File: src/rtl/calc_cmd_sequencer.sv
// calc_cmd_sequencer: plays packed (A, B, opcode) commands into the calculator strobe port and returns result/zero.
// Define CALC_SEQ_CMD_FIFO_EN to put a FIFO_DEPTH-entry in-order command queue in front of the sequencer.
module calc_cmd_sequencer #(
    parameter int FIFO_DEPTH = 2
) (
    input  logic       clk,
    input  logic       rst,
    input  logic       cmd_valid,
    output logic       cmd_ready,
    input  logic [7:0] cmd_a,
    input  logic [7:0] cmd_b,
    input  logic [2:0] cmd_op,
    output logic [7:0] user_input,
    output logic       load_a,
    output logic       load_b,
    output logic [2:0] user_opcode,
    output logic       load_opcode,
    output logic       execute,
    input  logic [7:0] calc_result,
    input  logic       calc_zero,
    output logic       rsp_valid,
    input  logic       rsp_ready,
    output logic [7:0] rsp_result,
    output logic       rsp_zero,
    output logic [7:0] done_cnt
);
    typedef enum logic [2:0] {IDLE, LOAD_A, LOAD_B, EXEC, CAPTURE, RESP} state_t;

    state_t      state, state_nx;
    logic [7:0]  a_q, b_q;
    logic [2:0]  op_q;
    logic [18:0] src;
    logic        avail;
    logic        take;

    if (FIFO_DEPTH < 2 || (FIFO_DEPTH & (FIFO_DEPTH - 1)) != 0) begin : g_depth_chk
        $error("FIFO_DEPTH must be a power of two >= 2");
    end

`ifdef CALC_SEQ_CMD_FIFO_EN
    localparam int AW = $clog2(FIFO_DEPTH);
    logic [18:0]   mem [FIFO_DEPTH];
    logic [AW-1:0] wp, rp;
    logic [AW:0]   cnt;
    logic          full, push;

    assign full      = cnt == (AW + 1)'(FIFO_DEPTH);
    assign push      = cmd_valid && !full;
    assign cmd_ready = !rst && !full;
    assign avail     = cnt != '0;
    assign src       = mem[rp];

    always_ff @(posedge clk)
        if (push) mem[wp] <= {cmd_op, cmd_b, cmd_a};

    always_ff @(posedge clk or posedge rst) begin
        if (rst) begin
            wp  <= '0;
            rp  <= '0;
            cnt <= '0;
        end else begin
            if (push) wp <= wp + 1'b1;
            if (take) rp <= rp + 1'b1;
            cnt <= cnt + (AW + 1)'(push) - (AW + 1)'(take);
        end
    end
`else
    assign cmd_ready = !rst && state == IDLE;
    assign avail     = cmd_valid;
    assign src       = {cmd_op, cmd_b, cmd_a};
`endif

    assign take        = state == IDLE && avail;
    assign user_opcode = op_q;

    always_comb begin
        state_nx    = state;
        load_a      = 1'b0;
        load_b      = 1'b0;
        load_opcode = 1'b0;
        execute     = 1'b0;
        rsp_valid   = 1'b0;
        user_input  = 8'h00;
        case (state)
            IDLE:    state_nx = take ? LOAD_A : IDLE;
            LOAD_A: begin
                state_nx    = LOAD_B;
                load_a      = 1'b1;
                load_opcode = 1'b1;
                user_input  = a_q;
            end
            LOAD_B: begin
                state_nx   = EXEC;
                load_b     = 1'b1;
                user_input = b_q;
            end
            EXEC: begin
                state_nx = CAPTURE;
                execute  = 1'b1;
            end
            CAPTURE: state_nx = RESP;
            RESP: begin
                state_nx  = rsp_ready ? IDLE : RESP;
                rsp_valid = 1'b1;
            end
            default: state_nx = IDLE;
        endcase
    end

    always_ff @(posedge clk or posedge rst) begin
        if (rst) begin
            state      <= IDLE;
            a_q        <= '0;
            b_q        <= '0;
            op_q       <= '0;
            rsp_result <= '0;
            rsp_zero   <= 1'b0;
            done_cnt   <= '0;
        end else begin
            state <= state_nx;
            if (take) {op_q, b_q, a_q} <= src;
            if (state == CAPTURE) begin
                rsp_result <= calc_result;
                rsp_zero   <= calc_zero;
            end
            if (state == RESP && rsp_ready) done_cnt <= done_cnt + 8'd1;
        end
    end
endmodule

File: config.mk
export PLATFORM = sky130hd
export DESIGN_NAME = calc_cmd_sequencer
export DESIGN_NICKNAME = d
export VERILOG_FILES = /design/src/rtl/calc_cmd_sequencer.sv
export SDC_FILE = /design/constraint.sdc
export NUM_CORES = 1
export LEC_CHECK = 0
export ABC_CLOCK_PERIOD_IN_PS = 1400
export BUFFER_PORTS_ARGS = -buffer_cell sky130_fd_sc_hd__buf_2
export CORE_UTILIZATION = 44
export CTS_CLUSTER_SIZE = 16
export DETAILED_ROUTE_END_ITERATION = 7
export GPL_TIMING_DRIVEN = 0
export PLACE_DENSITY = 0.79
export SKIP_CTS_REPAIR_TIMING = 1
export SLEW_MARGIN = 0
export SYNTH_ARGS = -nofsm -noshare
export SYNTH_HDL_FRONTEND = slang
export SYNTH_SLANG_ARGS = --single-unit
File: constraint.sdc
create_clock -name clk -period 1.4 [get_ports clk]
set_input_delay 0.07 -clock clk [delete_from_list [all_inputs] [get_ports clk]]
set_output_delay 0.07 -clock clk [all_outputs]
set_load 0.01 [all_outputs]
==> results.toml <==
[pwr]
switching_portion_of_total_power = 0.332
total_power_mw = 5.83
power.sequential.fraction = 0.332
peakVddDrop_v = 0.00111
internal_power_mw = 3.90
power-per-cell-area_nw_per_um2 = 2300
pwr-share-clk = 0.157
leakagePower_nw = 1.31
pwr-share-comb = 0.510
switching_power_mw = 1.93

[grt]
number_of_global_route_vias_before_repair = 1226
maximum_number_of_pins_on_one_net_before_global_route_repair = 40
antenna_found_initial = 0
grt_remaining_overflow = 0
first_pass_grt_wire_length_um = 5610
track_usage = 0.178

[synth]
yosys.cell_count.top_type = "dfrtp_1"
synth_flop_cell = "dfrtp_1"
seq_area_frac_synth = 0.556
synthesis.nets = 153
asyncSetResetFlopFracSynth = 1.00
synthDistinctLibCells = 27
ys_ff_latch = 39
syn-instance-count = 120
synth.top_cells.by_count = "dfrtp_1 (39), mux2_2 (19), mux2_4 (10), a22o_1 (8)"
ys.warnings.count = 0
post_synth_main_area_contributors = "dfrtp_1 (56%), mux2_2 (12%), mux2_4 (8.6%)"
post_synthesis_cell_area_um2 = 1750
synth_edf_count = 0
area_leader_netlist = "dfrtp_1"
postSynthAreaPerCell_um2 = 14.6
synth_top_cell_area_share = 0.556

[floorplan]
initial_util = 0.469
dieHeight_um = 65.1
number_of_placement_rows = 22
die_w_um = 65.1
design.portCount = 66
area_of_the_placeable_core_um2 = 3740
floorplan.die_area_um2 = 4240

[sta]
post-route-period-util = 1.17
final-hold-violation-count = 39
finalSetupViolations = 36
min_period_ps = 1630
clock_skew_ps = 9.40
worst_slack_ps = -235
setup-tns-final_ps = -4930
transition_time_of_the_tightest_slew_check_pin_ps = 799
max_clk_rate_mhz = 612
rsz_0062_raised_after_global_routing = "true"
fin_worst_hold_slack_ps = -40.6
relSlewSlack = 0.467
timing_max_transition_violations_final = 0

[setup_path]
arrival_ps = 1820
crit_type = "flip-flop to flip-flop"
regToRegStartpoint = "state[0]$_DFF_PP0_"
cp-start-kind = "flip-flop"
setup.worst_path.end_class = "flip-flop"
reg2reg_depth = 5
crit_path_max_fanout = 8
rrSetupSlack_ps = -230
critical_path.reg2reg.endpoint = "a_q[0]$_DFFE_PP0P_"
crit_required_ps = 1580

[cts]
cts_tree = "built"
clock_tree.root_cell = "clkbuf_8"
cts.reportedPaths.clkPinSlew_ps = 80
number_of_buffers_created_by_cts = 5
ctsLongestPathBuffers = 2
worst_skew_pair.late_latency_ps = 290
cts_max_level = 2
clock_sink_count = 39

[routing]
drc = 0
drtIter0Drc = 74
post_route_ant_nets = 0
drt-vias-per-instance = 5.04
wl_per_cell_um = 15.2
num_vias = 1286
detailed_routing_iterations_pass_1 = 4
total_detailed_routing_wirelength_um = 3880

[layout]
flow.area_growth_from_synthesis_pct = 44.5
instances_no_fill = 255
antennaDiodeCount = 0
post_route_cells_drive_above_1_share = 0.643
finish.instance_area_um2 = 2530
number_of_nets_in_the_layout = 240

[job]
cap_viol_max_count = 0

[run_status]
outcome = "finished, violations left"
violations = "hold timing, setup timing"

[place]
port_buffers = 65
dp.final_hpwl_um = 2390
placedInstanceArea_um2 = 2140
dpl.cell_count = 233
global_placement_routability_congestion = 0.726

[hold_path]
hold_path_class = "input port to asynchronous set/reset pin"
-- registers in the layout, indices dropped and copies added (netlist names) --
name	flops
a_q	8
b_q	8
user_opcode	3
rsp_zero	1
rsp_result	8
state	3
done_cnt	8
-- power groups by stage --
stage | clock network (mW) | registers, mW | logic (mW)
finish | 0.916 | 1.94 | 2.98
CTS | 0.924 | 1.91 | 2.35
global placement | 0 | 1.91 | 2.30
floorplan | 0 | 1.99 | 1.57
global route | 0.994 | 2.00 | 3.17
detailed placement | 0 | 1.93 | 2.34
-- how the worst max path moves through the flow --
| stage | slack, ps | cells after the start | end | from |
|---|---|---|---|---|
| 6_report | -230 | 5 | a_q[0]$_DFFE_PP0P_ | state[0]$_DFF_PP0_ |
| 3_3_place_gp | -210 | 5 | user_input[5] | state[0]$_DFF_PP0_ |
| 5_1_grt | -270 | 5 | a_q[0]$_DFFE_PP0P_ | state[0]$_DFF_PP0_ |
| 4_1_cts | -550 | 5 | user_input[2] | state[0]$_DFF_PP0_ |
| 3_5_place_dp | -220 | 5 | user_input[0] | state[0]$_DFF_PP0_ |
| 2_1_floorplan | -80 | 5 | a_q[0]$_DFFE_PP0P_ | state[2]$_DFF_PP0_ |
-- metal layers --
layer  track usage  up-vias  wire [um]
met5             0        -          0
met2         0.281       48       1940
met1         0.230      630       1600
met4        0.0598        0         95
li1              -      598          -
met3        0.0573       10        244
-- layout by cell type (no fill, tap or decap), types with 3 or more instances in the layout --
cell type       n
buf_2          65
dfrtp_1        39
mux2_4         19
mux2_2         10
a22o_1          8
buf_6           7
xor2_1          6
nor2_1          5
buf_4           5
clkbuf_8        5
buf_12          4
dlygate4sd3_1   4
nand2_1         3
nand3_1         3
-- per-stage QoR --
stage,setup WS [ps],utilization
2_1_floorplan,-83.9,-
3_3_place_gp,-206,0.572
3_5_place_dp,-221,0.572
4_1_cts,-552,0.600
5_1_grt,-267,0.677
6_report,-235,0.677
-- cell type report --
class | count | area (um^2)
fillers | 311 | 1210
multi-input cells | 72 | 795
repair buffers | 80 | 514
well taps | 48 | 60.1
clock buffers | 5 | 68.8
inverters | 3 | 11.3
plain buffers | 6 | 72.6
clock inverters | 2 | 37.5
flip-flops and latches | 39 | 976
-- cells by family after synthesis --
group / after synthesis / synth area share
DFF: 39 / 0.556
adders and majority gates: 1 / 0.00713
buffers and inverters: 9 / 0.0421
AOI/OAI and AO/OA: 11 / 0.0506
xor gates and xnor gates: 7 / 0.0350
muxes: 29 / 0.208
and+or+nand+nor: 24 / 0.101
-- worst max-delay path, cell delays in order (launching register included) --
cell	delay (ps)
dfrtp_1	380
buf_6	140
nor4b_4	310
buf_6	220
clkbuf_16	170
mux2_4	300
Note: power is estimated with default switching activity, not from simulation.
